--- config.mk ---
export PLATFORM = sky130hd
export DESIGN_NAME = path_delay_meter
export DESIGN_NICKNAME = d
export VERILOG_FILES = /design/src/rtl/path_delay_meter.sv
export SDC_FILE = /design/constraint.sdc
export NUM_CORES = 1
export LEC_CHECK = 0
export ABC_AREA = 1
export BUFFER_PORTS_ARGS = -buffer_cell sky130_fd_sc_hd__buf_2
export CELL_PAD_IN_SITES_DETAIL_PLACEMENT = 1
export CELL_PAD_IN_SITES_GLOBAL_PLACEMENT = 1
export CORE_ASPECT_RATIO = 0.7
export CORE_UTILIZATION = 30
export DETAILED_ROUTE_END_ITERATION = 6
export PLACE_DENSITY = 0.71
export SLEW_MARGIN = 15
export SYNTH_ARGS = -nofsm -noshare
export SYNTH_HDL_FRONTEND = slang
export SYNTH_SLANG_ARGS = --single-unit
--- constraint.sdc ---
create_clock -name clk -period 1.7 [get_ports clk]
set_input_delay 0.425 -clock clk [delete_from_list [all_inputs] [get_ports clk]]
set_output_delay 0.425 -clock clk [all_outputs]
set_load 0.1 [all_outputs]
--- src/rtl/path_delay_meter.sv ---
// path_delay_meter: measures delay-chain latency in clk cycles using a launch toggle and a 2-flop synchroniser.
// Define PATH_DELAY_ACCUM_EN to sum 8 consecutive trials per start on a CNT_W+3 bit delayCount.
module path_delay_meter #(
  parameter int CNT_W   = 16,
  parameter int TIMEOUT = 1000
) (
  input  logic clk,
  input  logic resetN,
  input  logic start,
  input  logic pathResult,
  output logic pathInput,
  output logic busy,
  output logic measValid,
  output logic timedOut,
`ifdef PATH_DELAY_ACCUM_EN
  output logic [CNT_W+2:0] delayCount
`else
  output logic [CNT_W-1:0] delayCount
`endif
);
`ifdef PATH_DELAY_ACCUM_EN
  localparam int DW = CNT_W + 3;
`else
  localparam int DW = CNT_W;
`endif
  localparam logic [2:0] IDLE    = 3'd0;
  localparam logic [2:0] SETTLE  = 3'd1;
  localparam logic [2:0] LAUNCH  = 3'd2;
  localparam logic [2:0] MEASURE = 3'd3;
  localparam logic [2:0] DONE    = 3'd4;
  localparam logic [CNT_W-1:0] TO    = CNT_W'(TIMEOUT);
  localparam logic [CNT_W-1:0] TO_M1 = CNT_W'(TIMEOUT - 1);
  logic [2:0]       state_q, state_d;
  logic [CNT_W-1:0] cnt_q, cnt_d;
  logic [DW-1:0]    dly_q, dly_d, base;
  logic             pin_q, pin_d, to_q, to_d, sync1_q, sync2_q;
`ifdef PATH_DELAY_ACCUM_EN
  logic [DW-1:0] acc_q, acc_d;
  logic [2:0]    trial_q, trial_d;
  assign base = acc_q;
`else
  assign base = '0;
`endif
  always_comb begin
    state_d = state_q;
    cnt_d   = cnt_q;
    pin_d   = pin_q;
    dly_d   = dly_q;
    to_d    = to_q;
`ifdef PATH_DELAY_ACCUM_EN
    acc_d   = acc_q;
    trial_d = trial_q;
`endif
    case (state_q)
      IDLE: if (start) begin
        state_d = SETTLE;
        cnt_d   = '0;
`ifdef PATH_DELAY_ACCUM_EN
        acc_d   = '0;
        trial_d = '0;
`endif
      end
      SETTLE: if (sync2_q == pin_q) state_d = LAUNCH;
        else if (cnt_q == TO_M1) begin
          state_d = DONE;
          to_d    = 1'b1;
          dly_d   = base + DW'(TIMEOUT);
        end else cnt_d = cnt_q + 1'b1;
      LAUNCH: begin
        state_d = MEASURE;
        pin_d   = ~pin_q;
        cnt_d   = '0;
        to_d    = 1'b0;
      end
      MEASURE: if (sync2_q == pin_q) begin
`ifdef PATH_DELAY_ACCUM_EN
        acc_d = acc_q + DW'(cnt_q);
        if (trial_q == 3'd7) begin
          state_d = DONE;
          dly_d   = acc_d;
        end else begin
          state_d = SETTLE;
          trial_d = trial_q + 1'b1;
          cnt_d   = '0;
        end
`else
        state_d = DONE;
        dly_d   = DW'(cnt_q);
`endif
      end else if (cnt_q == TO) begin
        state_d = DONE;
        to_d    = 1'b1;
        dly_d   = base + DW'(TIMEOUT);
      end else cnt_d = cnt_q + 1'b1;
      DONE:    state_d = IDLE;
      default: state_d = IDLE;
    endcase
  end
  always_ff @(posedge clk or negedge resetN)
    if (!resetN) begin
      state_q <= IDLE;
      cnt_q   <= '0;
      pin_q   <= 1'b0;
      dly_q   <= '0;
      to_q    <= 1'b0;
      sync1_q <= 1'b0;
      sync2_q <= 1'b0;
`ifdef PATH_DELAY_ACCUM_EN
      acc_q   <= '0;
      trial_q <= '0;
`endif
    end else begin
      state_q <= state_d;
      cnt_q   <= cnt_d;
      pin_q   <= pin_d;
      dly_q   <= dly_d;
      to_q    <= to_d;
      sync1_q <= pathResult;
      sync2_q <= sync1_q;
`ifdef PATH_DELAY_ACCUM_EN
      acc_q   <= acc_d;
      trial_q <= trial_d;
`endif
    end
  assign pathInput  = pin_q;
  assign busy       = state_q != IDLE;
  assign measValid  = state_q == DONE;
  assign timedOut   = to_q;
  assign delayCount = dly_q;
endmodule

# Word level (Yosys, flattened, before mapping)
# Cells that the tools add are included.
[word_totals]
word_cells = 56
ff_bits = 39
[classes]
bitwise = 1
n_mux = 22
reduce_logical = 9
add_sub_neg = 1
eq_ne = 16
[op_table]
columns = ["op", "n"]
rows = [
  ["$mux 16", 9],
  ["$pmux 16 s4", 1],
  ["$eq 16x10->1 const B", 2],
  ["$pmux 16 s2", 1],
  ["$add 16x1->16 const B", 1],
  ["$mux 3", 5],
  ["$ne 2x2->1 const B", 7],
  ["$pmux 3 s4", 1],
  ["$eq 3x2->1 const B", 2],
  ["$ne 3x3->1 const B", 2],
  ["$reduce_and 6->1", 1],
  ["$reduce_bool 3->1", 2],
  ["$reduce_and 5->1", 1],
  ["$mux 1", 4],
  ["$reduce_and 4->1", 1],
  ["$reduce_bool 4->1", 1],
  ["$eq 3x1->1 const B", 1],
  ["$eq 3x3->1 const B", 1],
  ["$logic_not 3->1", 1],
  ["$pmux 1 s3", 1],
  ["$reduce_and 3->1", 1],
  ["$reduce_bool 2->1", 1],
  ["$eq 1x1->1", 1],
  ["$not 1->1", 1],
]

# Logic depth before layout (Yosys ltp)
# Gate-level depths: netlist of the first run.
[depth]
word_depth = 4
ltp_mapped = 11

# Least setup slack after synthesis of the first run
# No wires, ideal clock.
[synth_timing]
path_type = "register -> output"
startpoint = "reg state_q[1]"
endpoint = "out measValid"
slack_ns = -0.522
arrival_time_ns = 1.797
path_stages_with_launch = 4
path_cell_list = "dfrtp_1 inv_1 nand2_1 nor2_1"
[synth_via]
elab_chain_len = 1
[synth_rtl]
columns = ["element", "line", "rtl"]
rows = [
  ["start, declared", "33", "logic [2:0] state_q, state_d;"],
  ["start signal, assigned", "113", "state_q <= state_d;"],
  ["$eq 3x3->1", "127", "assign measValid = state_q == DONE;"],
  ["end, declared", "13", "output logic measValid,"],
]
# Every way passes these cells.

# Worst setup path after layout of the first run
[layout_timing]
startpoint = "reg cnt_q[0]"
endpoint = "reg cnt_q[12]"
[layout_via]
elab_chain_len = 4
elab_cells_between_ends = 11
cone_classes = "add/sub (1); eq/ne (4); mux (5); reduce/logical (1)"
[layout_rtl]
columns = ["element", "line", "rtl"]
rows = [
  ["start, declared", "34", "logic [CNT_W-1:0] cnt_q, cnt_d;"],
  ["start signal, assigned", "114", "cnt_q <= cnt_d;"],
  ["$add 16x1->16", "68, 94", ""],
  ["$mux 16, on equally long branches", "90, 64", ""],
  ["$mux 16, on equally long branches", "75, 63", ""],
  ["$pmux 16 s4", "54", "case (state_q)"],
]
# Several ways; a longest one is shown, not always the timed one. The select of a mux whose other input is x is not followed.
# A chain may end at the register's enable or synchronous reset.

==> impl_metrics.env, run 1 <==
export IMPL_dp_hpwl_mm=4.46
export IMPL_grt_use_met3_pct=3.04
export IMPL_ys_ff_latch=39
export IMPL_fmax_mhz=603
export IMPL_drcViolationCount=0
export IMPL_synth_cells=284
export IMPL_ir_drop_mv=0.866
export IMPL_synth_distinct_cells=23
export IMPL_cts_tree="yes"
export IMPL_synthTopCellsByArea="dfrtp_1, nand2_1, nand4_1"
export IMPL_crit_type="reg2reg"
export IMPL_fin_crit_ns=1.66
export IMPL_synthFlopType="dfrtp_1"
export IMPL_wire_per_inst_um=15.4
export IMPL_yosysSeqAreaShare_pct=45.1
export IMPL_num_rows=25
export IMPL_portBuffers=23
export IMPL_setup_ws_ns=0.0427
export IMPL_p_leak_uw=0.00148
export IMPL_drive_gt1_share_pct=29.0
export IMPL_grt_use_met2_pct=28.6
export IMPL_die_w_um=104
export IMPL_outcome="finished clean"
export IMPL_maxCapViolCount=0
export IMPL_final_nets=343
export IMPL_worst_ep_arrival_time_ns=1.87
export IMPL_ys_async_sr_fraction_pct=100
export IMPL_grtUsageMet1_pct=23.7
export IMPL_layout_cells_non_filler=432
export IMPL_viasPerCell=4.85
export IMPL_setup_violations_final=0
export IMPL_gp_congestion=0.874
export IMPL_cellPowerDensity_mw_per_mm2=1590
export IMPL_syn_nets=290
export IMPL_worstHoldPathType="in2async"
export IMPL_grt_overflow=0
export IMPL_p_total_uw=4470
export IMPL_critPathMaxFanout=5
export IMPL_hold_viol_final=0
export IMPL_synth_top_cell_area_share_pct=45.1
export IMPL_num_vias=2095
export IMPL_antenna_cells=0
export IMPL_cts_hold_buf=0
export IMPL_worst_clock_skew_ns=0.00446
export IMPL_cts_num_sinks=39
export IMPL_cts_made_buffers=5
export IMPL_end_kind="flip-flop"
export IMPL_htree_num_levels=2
export IMPL_maxSlewHeadroom_pct=67.9
export IMPL_syn_area_mm2=0.00217
export IMPL_grt_total_usage_pct=17.6
export IMPL_final_cell_mix="nand2_1, dfrtp_1, inv_1, buf_4, buf_2"
export IMPL_grt_pass1_vias=2049
export IMPL_cts_buffer_depth=2
export IMPL_min_period_over_period_pct=97.5
export IMPL_synth_top_area_cell="dfrtp_1"
export IMPL_synth_avg_cell_area_um2=7.63
export IMPL_yosysWarnings=0
export IMPL_grt_first_pass_wirelength_mm=10.1
export IMPL_place_inst=417
export IMPL_area_delta_synth_final_pct=29.5
export IMPL_grt_setup_unrepaired="true"
export IMPL_fp_dieArea_mm2=0.00757
export IMPL_tightest_slew_ns=0.485
export IMPL_drt_total_wl_mm=6.65
export IMPL_ant_nets=0
export IMPL_mostFrequentLayoutCell="nand2_1"
export IMPL_ios=24
export IMPL_grt_max_degree=19
export IMPL_clk_pin_slew_ns=0.08
export IMPL_root_buffer="clkbuf_8"
export IMPL_fp_dieH_um=73.1
export IMPL_cp_start_kind="flip-flop"
export IMPL_busiest_layer="met2"
export IMPL_insertion_delay_ns=0.31
export IMPL_synth_edf_count=0
export IMPL_initial_core_util_pct=31.6
export IMPL_firstDrtPassIters=4
export IMPL_pre_cts_slack_ns=-0.0505
export IMPL_drt_initial_drc_count=92
export IMPL_antenna_found_initial=0
export IMPL_whs_ns=0.0116
export IMPL_core_area_mm2=0.00685
export IMPL_required_ns=1.91
export IMPL_slew_violations=0
==> cells in the mapped netlist (2+ instances only) <==
master / n
nand2_1: 120
dfrtp_1: 39
inv_1: 28
nor2_1: 23
nand4_1: 19
nand3_1: 12
xor2_1: 8
nand2_2: 5
buf_2: 4
o21ai_0: 4
buf_6: 3
inv_2: 3
nor2_2: 3
ha_1: 2
nand3_4: 2
xnor2_1: 2
==> worst max-delay path, cell delays in order, from the launching register on <==
cell	delay [ns]
dfrtp_1	0.41
ha_2	0.22
nand2_2	0.07
nor2_1	0.20
nand2_1	0.16
nor2_2	0.15
nand3_1	0.12
nand2_1	0.08
inv_1	0.04
nand2_1	0.05
nand2_1	0.05
==> kinds of logic after synthesis <==
family          after synthesis  share of synthesized area [%]
xor+xnor                     10                           4.04
fa+ha+maj                     2                           1.16
simple gates                191                           41.0
compound gates                4                          0.924
buf+inv                      38                           7.86
flops                        39                           45.1
==> report_power, final <==
part	switching, uW	leakage [uW]	internal [uW]
registers	111	0.000510	1120
clock network	369	0.0000477	281
logic	2040	0.000925	538
total	2520	0.00148	1940
==> metrics by stage <==
| stage | TNS (ns) | cell area (um^2) | util [%] |
|---|---|---|---|
| floorplan | 0 | 2180 | - |
| global placement | 0 | 2560 | 37.3 |
| detailed placement | -0.388 | 2560 | 37.3 |
| CTS | -0.00107 | 2660 | 38.8 |
| global route | -0.712 | 2810 | 40.9 |
| finish | 0 | 2810 | 40.9 |
==> layer usage <==
layer	wire length, um	up-vias	part of all wire, %
met3	253	9	3.8
met2	3090	39	46
met1	3220	1037	48
met5	0	-	0
li1	-	1010	-
met4	88	0	1.3
==> registers in the layout (all words and copies together) (netlist names) <==
| name | flops |
|---|---|
| sync2_q | 1 |
| cnt_q | 16 |
| state_q | 3 |
| delayCount | 16 |
| pathInput | 1 |
| sync1_q | 1 |
| timedOut | 1 |
==> final cells by class <==
type	count	area, um^2
Timing Repair Buffer	49	345
Inverter	31	116
Sequential cell	39	983
Clock inverter	3	15.0
Fill cell	858	4050
Clock buffer	5	68.8
Multi-Input combinational cell	211	1160
Tap cell	94	118
==> timing repair <==
action | CTS | global route
endpoints found under the setup margin | 17 | 35
gates cloned | 0 | 5
setup buffers | 0 | 2
pin swaps | 3 | 13
gates resized for setup | 5 | 24
==> worst paths after layout <==
kind	from	to	slack [ns]	cells after the start
max reg2reg	cnt_q[0]	cnt_q[12]	0.04	10
min in group clk	pathResult	sync1_q	0.21	1
min reg2reg	sync1_q	sync2_q	0.35	0
min	resetN	delayCount[6]	0.01	1
max in group asynchronous	resetN	delayCount[12]	1.17	2
max	cnt_q[0]	cnt_q[12]	0.04	10
Power figures use the tool's default switching activity.
==> inputs of run 2 (changes only) <==
RECOVER_POWER = 50   (was unset)
==> impl_metrics.env, run 2 (same netlist as run 1, synthesis figures left out) <==
export IMPL_outcome="finished clean"
export IMPL_portBuffers=23
export IMPL_cellPowerDensity_mw_per_mm2=1600
export IMPL_cts_buffer_depth=2
export IMPL_drt_total_wl_mm=6.63
export IMPL_grt_pass1_vias=2049
export IMPL_final_nets=343
export IMPL_gp_congestion=0.874
export IMPL_dp_hpwl_mm=4.46
export IMPL_reg2reg_depth=10
export IMPL_fp_dieArea_mm2=0.00757
export IMPL_grt_setup_unrepaired="true"
export IMPL_maxSlewHeadroom_pct=42.6
export IMPL_fmax_mhz=606
export IMPL_core_area_mm2=0.00685
export IMPL_mostFrequentLayoutCell="nand2_1"
export IMPL_critPathMaxFanout=3
export IMPL_grt_total_usage_pct=17.6
export IMPL_drt_initial_drc_count=95
export IMPL_worst_path_buf_inv=2
export IMPL_cp_top_family="flip-flops"
export IMPL_antenna_found_initial=0
export IMPL_area_delta_synth_final_pct=29.2
export IMPL_tightest_slew_ns=0.862
export IMPL_end_kind="output port"
export IMPL_grt_max_degree=19
export IMPL_root_buffer="clkbuf_8"
export IMPL_ant_nets=0
export IMPL_worst_clock_skew_ns=0.00510
export IMPL_crit_type="reg2out"
export IMPL_drcViolationCount=0
export IMPL_cp_start_kind="flip-flop"
export IMPL_cts_num_sinks=39
export IMPL_grt_overflow=0
export IMPL_num_rows=25
export IMPL_cp_depth=4
export IMPL_firstDrtPassIters=4
export IMPL_num_vias=2082
export IMPL_hold_viol_final=0
export IMPL_viasPerCell=4.82
export IMPL_p_leak_uw=0.00148
export IMPL_maxCapViolCount=0
export IMPL_worstPathCellList="inv_2, nand2_1, nor2_4, buf_12"
export IMPL_clk_pin_slew_ns=0.08
export IMPL_fin_crit_ns=1.65
export IMPL_final_cell_mix="nand2_1, dfrtp_1, inv_1, buf_2, buf_4"
export IMPL_worstHoldPathType="in2async"
export IMPL_wire_per_inst_um=15.3
export IMPL_antenna_cells=0
export IMPL_slew_violations=0
export IMPL_die_w_um=104
export IMPL_min_period_over_period_pct=97.1
export IMPL_crit_slowest_cell="dfrtp_2"
export IMPL_htree_num_levels=2
export IMPL_initial_core_util_pct=31.6
export IMPL_cts_made_buffers=5
export IMPL_required_ns=1.27
export IMPL_drive_gt1_share_pct=28.4
export IMPL_whs_ns=0.195
export IMPL_ir_drop_mv=0.866
export IMPL_slowest_delay_ns=0.43
export IMPL_setup_violations_final=0
export IMPL_fp_dieH_um=73.1
export IMPL_grt_first_pass_wirelength_mm=10.1
export IMPL_insertion_delay_ns=0.31
export IMPL_ios=24
export IMPL_layout_cells_non_filler=432
export IMPL_worst_ep_arrival_time_ns=1.23
export IMPL_cts_tree="yes"
export IMPL_place_inst=417
## run 2: area by class of cell
| type | count | area [um^2] |
|---|---|---|
| clock inverters | 3 | 15.0 |
| repair buffers | 49 | 338 |
| well taps | 94 | 118 |
| fillers | 857 | 4050 |
| multi-input cells | 211 | 1160 |
| inverters | 31 | 116 |
| flip-flops and latches | 39 | 983 |
| clock buffers | 5 | 68.8 |
## run 2: layer usage
layer | GRT usage [%] | up-vias | routed length [um]
met2 | 28.6 | 31 | 3040
li1 | - | 1007 | -
met5 | 0 | - | 0
met1 | 23.7 | 1033 | 3280
met3 | 3.04 | 11 | 200
met4 | 6.76 | 0 | 101
## run 2: where the power goes
part | internal [uW] | total [uW] | switching [uW] | leakage (uW)
Combinational | 536 | 2580 | 2050 | 0.000918
Clock | 281 | 645 | 364 | 0.0000477
Sequential | 1120 | 1230 | 111 | 0.000510
## run 2: worst paths after layout
kind	start	end	slack [ns]
setup / recovery	state_q[1]	measValid	0.05
hold / removal	resetN	delayCount[6]	0.20
setup reg to reg	cnt_q[0]	cnt_q[12]	0.05
hold reg to reg	sync1_q	sync2_q	0.35
max in group asynchronous	resetN	cnt_q[1]	0.41
min in group clk	pathResult	sync1_q	0.22
## run 2: through the flow
stage                     total power (uW)  cell area [um^2]  setup slack (ns)   TNS, ns  util, %
after floorplan                       3100              2180            0.0486         0        -
after global placement                3500              2560            0.0335         0     37.3
after detailed placement              3530              2560           -0.0505    -0.388     37.3
after CTS                             4220              2660          -0.00107  -0.00107     38.8
after global routing                  4700              2800           -0.0669    -0.712     40.8
final                                 4460              2800            0.0493         0     40.8
## run 2: repair_timing
| item | 4_1_cts | 5_1_grt |
|---|---|---|
| hold buffers | 0 | 0 |
| gates cloned | 0 | 5 |
| endpoints found under the setup margin | 17 | 35 |
| hold endpoints to repair | 0 | 0 |
| pin swaps | 3 | 13 |
| gates resized for setup | 5 | 24 |
| setup buffers | 0 | 2 |
